$ cat config.mk
export PLATFORM = sky130hd
export DESIGN_NAME = msrr_param_flat
export DESIGN_NICKNAME = d
export VERILOG_FILES = /design/src/rtl/msrr_pkg.sv /design/src/rtl/msrr_param_if.sv /design/src/rtl/msrr_step.sv /design/src/rtl/msrr_param.sv /design/src/flat_wrapper.sv
export SDC_FILE = /design/constraint.sdc
export NUM_CORES = 1
export LEC_CHECK = 0
export CAP_MARGIN = 20
export CORE_MARGIN = 10
export CORE_UTILIZATION = 54
export CTS_CLUSTER_SIZE = 16
export DETAILED_ROUTE_END_ITERATION = 8
export PLACE_DENSITY_LB_ADDON = 0.25
export SLEW_MARGIN = 20
export SYNTH_ARGS = -nofsm -noshare
export SYNTH_HDL_FRONTEND = slang
export SYNTH_HIERARCHICAL = 1
export SYNTH_SLANG_ARGS = --single-unit
$ cat constraint.sdc
create_clock -name clk -period 3.34 [get_ports clk]
set_input_delay 0.501 -clock clk [delete_from_list [all_inputs] [get_ports clk]]
set_output_delay 0.501 -clock clk [all_outputs]
set_load 0.005 [all_outputs]
$ cat src/rtl/msrr_pkg.sv
// Shared definitions for the multi-mode shift/rotate register:
// operation codes, FSM state encoding and a small mode classifier.
package msrr_pkg;

    // Operation select, one step per code.
    typedef logic [2:0] mode_t;

    localparam mode_t MODE_HOLD = 3'b000;
    localparam mode_t MODE_SHR  = 3'b001;
    localparam mode_t MODE_ROR  = 3'b010;
    localparam mode_t MODE_SHR2 = 3'b011;
    localparam mode_t MODE_SHL  = 3'b100;
    localparam mode_t MODE_ROL  = 3'b101;
    localparam mode_t MODE_ASR  = 3'b110;
    localparam mode_t MODE_LOAD = 3'b111;

    // Sequencer states.
    localparam logic [0:0] ST_IDLE = 1'b0;
    localparam logic [0:0] ST_RUN  = 1'b1;

    // Hold and load are idempotent: repeating them gains nothing, so a
    // start request with either code completes in a single cycle.
    function automatic logic is_single_shot(input mode_t m);
        return (m == MODE_HOLD) || (m == MODE_LOAD);
    endfunction

endpackage

$ cat src/rtl/msrr_param_if.sv
// Control/data bundle of the shift/rotate register. The master drives the
// operation request side; the slave (the register) returns contents,
// serial taps and the busy/done handshake.
interface msrr_param_if
    import msrr_pkg::*;
#(
    parameter int WIDTH = 8,
    parameter int CNT_W = $clog2(WIDTH) + 1
);
    logic              inz;
    logic              en;
    mode_t             mode;
    logic              sIn;
    logic              sIn_l;
    logic [WIDTH-1:0]  d_in;
    logic              start;
    logic [CNT_W-1:0]  amt;
    logic [WIDTH-1:0]  Q;
    logic              sOut_r;
    logic              sOut_l;
    logic              busy;
    logic              done;

    modport master (
        output inz, en, mode, sIn, sIn_l, d_in, start, amt,
        input  Q, sOut_r, sOut_l, busy, done
    );

    modport slave (
        input  inz, en, mode, sIn, sIn_l, d_in, start, amt,
        output Q, sOut_r, sOut_l, busy, done
    );
endinterface

$ cat src/rtl/msrr_step.sv
// Single-step next-value function of the shift/rotate register.
// Purely combinational: given the current contents, an operation code and
// the serial/parallel inputs, it returns the contents after one step.
module msrr_step
    import msrr_pkg::*;
#(
    parameter int WIDTH = 8
) (
    input  logic [WIDTH-1:0] q_i,
    input  mode_t            mode_i,
    input  logic             s_in,
    input  logic             s_in_l,
    input  logic [WIDTH-1:0] d_in,
    output logic [WIDTH-1:0] q_next
);

    // Two-place right shift; a 2-bit register is simply refilled from sIn,
    // which keeps the upper slice from going out of range at WIDTH = 2.
    logic [WIDTH-1:0] shr2_s;

    generate
        if (WIDTH > 2) begin : g_shr2_wide
            assign shr2_s = {s_in, s_in, q_i[WIDTH-1:2]};
        end else begin : g_shr2_narrow
            assign shr2_s = {s_in, s_in};
        end
    endgenerate

    // Decode the operation and form the one-step result.
    always_comb begin
        q_next = q_i;
        case (mode_i)
            MODE_HOLD: q_next = q_i;
            MODE_SHR:  q_next = {s_in, q_i[WIDTH-1:1]};
            MODE_ROR:  q_next = {q_i[0], q_i[WIDTH-1:1]};
            MODE_SHR2: q_next = shr2_s;
            MODE_SHL:  q_next = {q_i[WIDTH-2:0], s_in_l};
            MODE_ROL:  q_next = {q_i[WIDTH-2:0], q_i[WIDTH-1]};
            MODE_ASR:  q_next = {q_i[WIDTH-1], q_i[WIDTH-1:1]};
            MODE_LOAD: q_next = d_in;
            default:   q_next = q_i;
        endcase
    end

endmodule

$ cat src/rtl/msrr_param.sv
// Parametrised multi-mode shift/rotate register with a multi-step engine.
// Single steps are issued with en; a start strobe repeats the latched
// operation amt times, reporting progress with busy and completion with a
// one-cycle done pulse. inz reinitialises the register from any state.
module msrr_param
    import msrr_pkg::*;
#(
    parameter int               WIDTH = 8,
    parameter int               CNT_W = $clog2(WIDTH) + 1,
    parameter logic [WIDTH-1:0] INIT  = {WIDTH{1'b0}}
) (
    input  logic        clk,
    input  logic        Re,
    msrr_param_if.slave bus
);

    localparam logic [CNT_W-1:0] CNT_ZERO = {CNT_W{1'b0}};
    localparam logic [CNT_W-1:0] CNT_ONE  = {{(CNT_W-1){1'b0}}, 1'b1};

    // Register contents, latched operation, remaining steps, state, done.
    logic [WIDTH-1:0] q_q,     q_d;
    mode_t            op_q,    op_d;
    logic [CNT_W-1:0] cnt_q,   cnt_d;
    logic [0:0]       state_q, state_d;
    logic             done_q,  done_d;

    // Step function input selection and result.
    mode_t            step_mode_s;
    logic [WIDTH-1:0] step_q_s;

    // While running, the latched operation drives the step; the live mode
    // input is ignored so the caller may change it freely.
    assign step_mode_s = (state_q == ST_RUN) ? op_q : bus.mode;

    msrr_step #(
        .WIDTH (WIDTH)
    ) u_step (
        .q_i    (q_q),
        .mode_i (step_mode_s),
        .s_in   (bus.sIn),
        .s_in_l (bus.sIn_l),
        .d_in   (bus.d_in),
        .q_next (step_q_s)
    );

    // Next-state logic: inz, then a running step, then start, then en.
    always_comb begin
        q_d     = q_q;
        op_d    = op_q;
        cnt_d   = cnt_q;
        state_d = state_q;
        done_d  = 1'b0;
        if (bus.inz) begin
            // Reinitialise; any operation in flight is dropped silently.
            q_d     = INIT;
            cnt_d   = CNT_ZERO;
            state_d = ST_IDLE;
        end else begin
            case (state_q)
                ST_RUN: begin
                    q_d   = step_q_s;
                    cnt_d = cnt_q - CNT_ONE;
                    if (cnt_q == CNT_ONE) begin
                        // Last step applied now; report it next cycle.
                        state_d = ST_IDLE;
                        done_d  = 1'b1;
                    end else begin
                        state_d = ST_RUN;
                    end
                end
                ST_IDLE: begin
                    if (bus.start) begin
                        op_d  = bus.mode;
                        cnt_d = bus.amt;
                        if (is_single_shot(bus.mode) || (bus.amt == CNT_ZERO)) begin
                            // Completes at once: only a load changes Q.
                            if (bus.mode == MODE_LOAD) begin
                                q_d = bus.d_in;
                            end else begin
                                q_d = q_q;
                            end
                            done_d = 1'b1;
                        end else begin
                            state_d = ST_RUN;
                        end
                    end else if (bus.en) begin
                        q_d = step_q_s;
                    end else begin
                        q_d = q_q;
                    end
                end
                default: begin
                    state_d = ST_IDLE;
                end
            endcase
        end
    end

    // State registers with asynchronous clear.
    always_ff @(posedge clk or posedge Re) begin
        if (Re) begin
            q_q     <= {WIDTH{1'b0}};
            op_q    <= MODE_HOLD;
            cnt_q   <= CNT_ZERO;
            state_q <= ST_IDLE;
            done_q  <= 1'b0;
        end else begin
            q_q     <= q_d;
            op_q    <= op_d;
            cnt_q   <= cnt_d;
            state_q <= state_d;
            done_q  <= done_d;
        end
    end

    // Outputs come straight from flops; done is only set on the way out of
    // RUN (or from IDLE), so it can never coincide with busy.
    assign bus.Q      = q_q;
    assign bus.sOut_r = q_q[0];
    assign bus.sOut_l = q_q[WIDTH-1];
    assign bus.busy   = (state_q == ST_RUN);
    assign bus.done   = done_q;

endmodule
$ cat src/flat_wrapper.sv
// flat-port wrapper written by rule: the top's interface ports become plain ports
module msrr_param_flat import msrr_pkg::*;
#(
    parameter int               WIDTH = 8,
    parameter int               CNT_W = $clog2(WIDTH) + 1,
    parameter logic [WIDTH-1:0] INIT  = {WIDTH{1'b0}}
)
  (clk, Re, bus_inz, bus_en, bus_mode, bus_sIn, bus_sIn_l, bus_d_in, bus_start, bus_amt, bus_Q, bus_sOut_r, bus_sOut_l, bus_busy, bus_done);
  msrr_param_if #(.WIDTH(WIDTH), .CNT_W(CNT_W)) bus_i ();
  input  logic clk;
  input  logic Re;
  input wire logic [$bits(bus_i.inz)-1:0] bus_inz;
  input wire logic [$bits(bus_i.en)-1:0] bus_en;
  input wire logic [$bits(bus_i.mode)-1:0] bus_mode;
  input wire logic [$bits(bus_i.sIn)-1:0] bus_sIn;
  input wire logic [$bits(bus_i.sIn_l)-1:0] bus_sIn_l;
  input wire logic [$bits(bus_i.d_in)-1:0] bus_d_in;
  input wire logic [$bits(bus_i.start)-1:0] bus_start;
  input wire logic [$bits(bus_i.amt)-1:0] bus_amt;
  output wire logic [$bits(bus_i.Q)-1:0] bus_Q;
  output wire logic [$bits(bus_i.sOut_r)-1:0] bus_sOut_r;
  output wire logic [$bits(bus_i.sOut_l)-1:0] bus_sOut_l;
  output wire logic [$bits(bus_i.busy)-1:0] bus_busy;
  output wire logic [$bits(bus_i.done)-1:0] bus_done;
  assign bus_i.inz = bus_inz;
  assign bus_i.en = bus_en;
  assign bus_i.mode = bus_mode;
  assign bus_i.sIn = bus_sIn;
  assign bus_i.sIn_l = bus_sIn_l;
  assign bus_i.d_in = bus_d_in;
  assign bus_i.start = bus_start;
  assign bus_i.amt = bus_amt;
  assign bus_Q = bus_i.Q;
  assign bus_sOut_r = bus_i.sOut_r;
  assign bus_sOut_l = bus_i.sOut_l;
  assign bus_busy = bus_i.busy;
  assign bus_done = bus_i.done;
  msrr_param #(.WIDTH(WIDTH), .CNT_W(CNT_W), .INIT(INIT)) u_core (.clk(clk), .Re(Re), .bus(bus_i));
endmodule
==> impl_metrics.env, run 1 <==
export IMPL_hold_violations=0
export IMPL_p_leak_nw=0.6593
export IMPL_p_sw_mw=0.3015
export IMPL_whs_path_depth=1
export IMPL_slew_viol_final=0
export IMPL_status="complete, no violations"
export IMPL_gp_congestion=0.8784
export IMPL_area_growth_pct=16.35
export IMPL_cap_violations=0
export IMPL_synthCells=164
export IMPL_required_ns=3.50
export IMPL_yosysTopAreaCellShare_pct=27.94
export IMPL_insertion_delay_ns=0.29
export IMPL_cts_buffer_depth=2
export IMPL_netlist_top_cells_count="17 x dfrtp_1, 13 x nand3_1, 12 x nand2_1, 11 x a21oi_1, 10 x nor2_1"
export IMPL_ant_nets=0
export IMPL_core_mm2=0.002734
export IMPL_ys_ff_latch=17
export IMPL_port_buffers=33
export IMPL_critical_path_class="reg -> reg"
export IMPL_crit_path_start_kind="flip-flop"
export IMPL_dp_cells=213
export IMPL_antenna_found_initial=0
export IMPL_cp_slowest_cell="dfrtp_1"
export IMPL_regArea_um2=425.4
export IMPL_peakVddDrop_mv=0.3411
export IMPL_power_share_sequential_pct=37.4
export IMPL_fin_crit_ns=2.550
export IMPL_path_cells="mux2_2 > or2_1 > o32ai_1 > nor2_1 > mux2i_1 > o31ai_2"
export IMPL_worstMarginPinSlew_ns=0.7132
export IMPL_yosysMostFrequentCell="dfrtp_1"
export IMPL_arrival_ns=2.71
export IMPL_nNetsFinal=211
export IMPL_synth_async_reset_ratio_pct=100.0
export IMPL_rsz0062_at_grt="false"
export IMPL_cp_top_family="multiplexers"
export IMPL_setup_tns_ns=0
export IMPL_cts_tree="built"
export IMPL_power_frac_clock_pct=14.2
export IMPL_period_share_pct=76.34
export IMPL_io_pins=34
export IMPL_h_tree_depth=1
export IMPL_placed_area_mm2=0.001745
export IMPL_power_frac_comb_pct=48.4
export IMPL_crit_path_end_kind="flip-flop"
export IMPL_total_power_mw=0.7805
export IMPL_clock_sinks=17
export IMPL_yosysWarnings=6
export IMPL_synth_top_flop_cell="dfrtp_1"
export IMPL_ctsResizeCount=0
export IMPL_swShare_pct=38.63
export IMPL_yosysSeqAreaShare_pct=27.94
export IMPL_netlist_top_cells_area="dfrtp_1 28%, mux2i_1 5.9%, buf_6 5.2%"
export IMPL_gr_total_overflow=0
export IMPL_setup_viol=0
export IMPL_cts_buffers=3
export IMPL_drive_gt1_share_pct=13.44
export IMPL_cp_num_cells=6
export IMPL_num_rows=19
export IMPL_cts_setup_buffers=0
export IMPL_routed_wirelength_mm=3.720
export IMPL_first_pass_iters=4
export IMPL_dpl_hpwl_mm=2.744
export IMPL_path_buf_inv=0
export IMPL_fin_cells=217
export IMPL_drt_iter0_markers=118
export IMPL_p_per_area_mw_per_mm2=440.5
export IMPL_yosysTopAreaCell="dfrtp_1"
export IMPL_cp_max_fo=29
export IMPL_avgSynthCellArea_um2=9.285
export IMPL_skew_ns=0.007178
export IMPL_fmax_mhz=392.2
export IMPL_floorplan_initialDensity_pct=55.70
export IMPL_grt_usage_pct=14.20
export IMPL_reg2reg_depth=6
export IMPL_die_h_um=73.10
export IMPL_fp_dieW_um=73.10
export IMPL_syn_area_mm2=0.001523
export IMPL_grt_pass1_vias=1378
export IMPL_p_int_mw=0.4790
export IMPL_synth_edf_count=0
export IMPL_final_area_mm2=0.001772
export IMPL_drc=0
export IMPL_avgRoutedWirePerCell_um=17.14
export IMPL_cts_hold_buf=0
export IMPL_synthesis_nets=188
export IMPL_yosysUniqueCellTypes=47
export IMPL_nFillCells=233
export IMPL_vias=1359
export IMPL_hold_class="reg -> reg"
export IMPL_grt_pass1_wl_mm=6.320
export IMPL_cts_root_buffer="clkbuf_4"
export IMPL_die_area_mm2=0.005344
export IMPL_clkTransAtPathRegs_ns=0.10
export IMPL_worst_hold_slack_ns=0.5233
export IMPL_cpPeakStageDelay_ns=0.75
export IMPL_timing_slew_headroom_pct=52.31
export IMPL_via_per_inst=6.263
export IMPL_grt_max_degree=30
export IMPL_multi_input_area_um2=928.4
export IMPL_antenna_cells=0
## layout by cell type, fill, tap and decap left out, drive strengths merged, types with 8 or more instances in the layout
| master | Yosys | final |
|---|---|---|
| o31ai | 8 | 8 |
| nand2 | 12 | 12 |
| nand3 | 15 | 15 |
| mux2i | 9 | 9 |
| clkdlybuf4s50 | 0 | 33 |
| dfrtp | 17 | 17 |
| a21oi | 11 | 11 |
| nor3 | 8 | 8 |
| nor2 | 10 | 10 |
## kinds of logic after synthesis
group	count (synthesis)	synth area share, %
mux	15	10.35
xor+xnor	1	0.5753
buf+inv	21	11.09
compound gates	45	24.73
fa+ha+maj	2	1.643
flops	17	27.94
simple gates	63	23.67
## per-stage QoR
step	util [%]	worst slack (ns)
3_5_place_dp	63.84	0.6827
6_report	64.81	0.7901
4_1_cts	64.81	0.7997
5_1_grt	64.81	0.5786
2_1_floorplan	-	1.142
3_3_place_gp	63.84	0.7668
## registers in the layout (all words and copies together) (netlist names)
signal / count
u_core/cnt_q: 4
u_core/op_q: 3
u_core/bus.done: 1
u_core/bus.Q: 8
u_core/bus.busy: 1
## worst paths after layout
kind / startpoint / endpoint / slack, ns
worst max-delay path: u_core/bus.busy / u_core/bus.Q[3] / 0.79
worst min-delay path: u_core/op_q[0] / u_core/op_q[0] / 0.52
worst max register to register: u_core/bus.busy / u_core/bus.Q[3] / 0.79
worst min register to register: u_core/op_q[0] / u_core/op_q[0] / 0.52
max in group asynchronous: Re / u_core/cnt_q[2] / 2.31
min in group asynchronous: Re / u_core/bus.busy / 0.60
## power by group through the flow
stage | logic [mW] | registers [mW] | clock network, mW
detailed placement | 0.378 | 0.296 | 0
floorplan | 0.296 | 0.282 | 0
CTS | 0.379 | 0.292 | 0.118
global route | 0.417 | 0.299 | 0.125
finish | 0.378 | 0.292 | 0.111
global placement | 0.365 | 0.295 | 0
## cell type report
cell class              count  area share [%]
clock buffers               4           1.483
inverters                   6           1.271
multi-input cells         126           52.40
flip-flops and latches     17           24.01
well taps                  31           2.189
repair buffers             33           18.64
## routing by layer
layer  part of all wire, %  track usage (%)
met1                    44            16.81
met2                    49            23.69
met3                   5.5            2.993
met4                   1.5            6.540
met5                     0                0
(Power assumes the default switching activity.)
==> inputs of run 2 (changes only) <==
Settings changed: CORE_UTILIZATION 54 to 50.
Clock period 3.34 ns to 2.4 ns, I/O delays scaled along.
==> run 2 against run 1 <==
Power rose by 43%. Cell area grew 3.0%. Non-clock buffer count rose by 7. Largest power group unchanged. Highest routed layer unchanged.
==> impl_metrics.env, run 2 (synthesis results as in run 1) <==
export IMPL_grt_pass1_wl_mm=6.844
export IMPL_timing_slew_headroom_pct=51.30
export IMPL_area_growth_pct=19.80
export IMPL_first_pass_iters=4
export IMPL_crit_path_end_kind="flip-flop"
export IMPL_multi_input_area_um2=928.4
export IMPL_required_ns=2.60
export IMPL_core_mm2=0.002829
export IMPL_clkTransAtPathRegs_ns=0.11
export IMPL_crit_path_start_kind="flip-flop"
export IMPL_port_buffers=33
export IMPL_skew_ns=0.01083
export IMPL_hold_violations=0
export IMPL_clock_sinks=17
export IMPL_vias=1419
export IMPL_drt_iter0_markers=130
export IMPL_via_per_inst=6.335
export IMPL_die_h_um=75.19
export IMPL_p_per_area_mw_per_mm2=610.1
export IMPL_io_pins=34
export IMPL_routed_wirelength_mm=3.990
export IMPL_h_tree_depth=1
export IMPL_ctsResizeCount=0
export IMPL_nFillCells=244
export IMPL_grt_usage_pct=15.26
export IMPL_setup_tns_ns=0
export IMPL_worst_hold_slack_ns=0.4749
export IMPL_die_area_mm2=0.005653
export IMPL_total_power_mw=1.113
export IMPL_cts_buffer_depth=2
export IMPL_drc=0
export IMPL_rsz0062_at_grt="false"
export IMPL_final_cell_mix="33 x clkdlybuf4s50_1, 17 x dfrtp_1, 13 x nand3_1, 12 x nand2_1, 11 x a21oi_1"
export IMPL_largest_register_ffs=8
export IMPL_p_leak_nw=0.6934
export IMPL_arrival_ns=2.29
export IMPL_placed_area_mm2=0.001798
export IMPL_hold_class="in -> async"
export IMPL_cap_violations=0
export IMPL_grt_pass1_vias=1425
export IMPL_regArea_um2=425.4
export IMPL_fp_dieW_um=75.19
export IMPL_cts_setup_buffers=0
export IMPL_final_area_mm2=0.001824
export IMPL_cts_hold_buf=0
export IMPL_peakVddDrop_mv=0.4764
export IMPL_postLayoutCoreUtil_pct=64.48
export IMPL_dpl_hpwl_mm=2.946
export IMPL_ant_nets=0
export IMPL_cts_buffers=3
export IMPL_drive_gt1_share_pct=16.58
export IMPL_fmax_mhz=479.0
export IMPL_cts_root_buffer="clkbuf_4"
export IMPL_status="complete, no violations"
export IMPL_antenna_found_initial=0
export IMPL_worstMarginPinSlew_ns=0.7298
export IMPL_critical_path_class="reg -> reg"
export IMPL_setup_viol=0
export IMPL_insertion_delay_ns=0.30
export IMPL_cp_max_fo=25
export IMPL_cts_tree="built"
export IMPL_period_share_pct=86.98
export IMPL_num_rows=19
export IMPL_floorplan_initialDensity_pct=53.83
export IMPL_gp_congestion=0.8502
export IMPL_antenna_cells=0
export IMPL_nNetsFinal=218
export IMPL_grt_max_degree=26
export IMPL_fin_crit_ns=2.088
export IMPL_slew_viol_final=0
export IMPL_final_common_cell="clkdlybuf4s50_1"
export IMPL_avgRoutedWirePerCell_um=17.81
export IMPL_gr_total_overflow=0
-- run 2: worst paths after layout --
kind,slack [ns],startpoint,depth (start not counted),to
worst max-delay path,0.31,u_core/bus.busy,7,u_core/bus.Q[2]
worst min-delay path,0.47,Re,2,u_core/cnt_q[3]
worst max register to register,0.31,u_core/bus.busy,7,u_core/bus.Q[2]
worst min register to register,0.52,u_core/op_q[0],1,u_core/op_q[0]
max in group asynchronous,1.46,Re,2,u_core/cnt_q[0]
min in group clk,0.52,u_core/op_q[0],1,u_core/op_q[0]
-- run 2: final cells by class --
type | count | share of cell area [%]
Timing Repair Buffer | 40 | 20.99
Multi-Input combinational cell | 126 | 50.89
Inverter | 6 | 1.235
Tap cell | 31 | 2.126
Clock buffer | 4 | 1.440
Sequential cell | 17 | 23.32
-- run 2: layer usage --
metal  GRT usage (%)  wire, um
met2           26.57      2044
met4           5.361        44
met1           18.38      1671
met3           2.760       230
met5               0         0
-- run 2: worst max-delay path, stage by stage (launching register included) --
cell     delay, ns
dfrtp_1       0.42
mux2_2        0.52
o21ba_4       0.31
a32oi_2       0.19
o32ai_1       0.12
nor2_1        0.12
mux2i_1       0.07
o31ai_1       0.23
-- run 2: metrics by stage --
step / cells / worst slack (ns)
3_3_place_gp: 220 / 0.09925
4_1_cts: 224 / 0.3197
2_1_floorplan: 164 / 0.2019
6_report: 224 / 0.3124
5_1_grt: 224 / 0.1353
3_5_place_dp: 220 / 0.03691
-- run 2: power breakdown --
| group | switching [mW] | internal, mW |
|---|---|---|
| combinational | 0.272 | 0.283 |
| clock | 0.0937 | 0.0647 |
| sequential | 0.0656 | 0.335 |
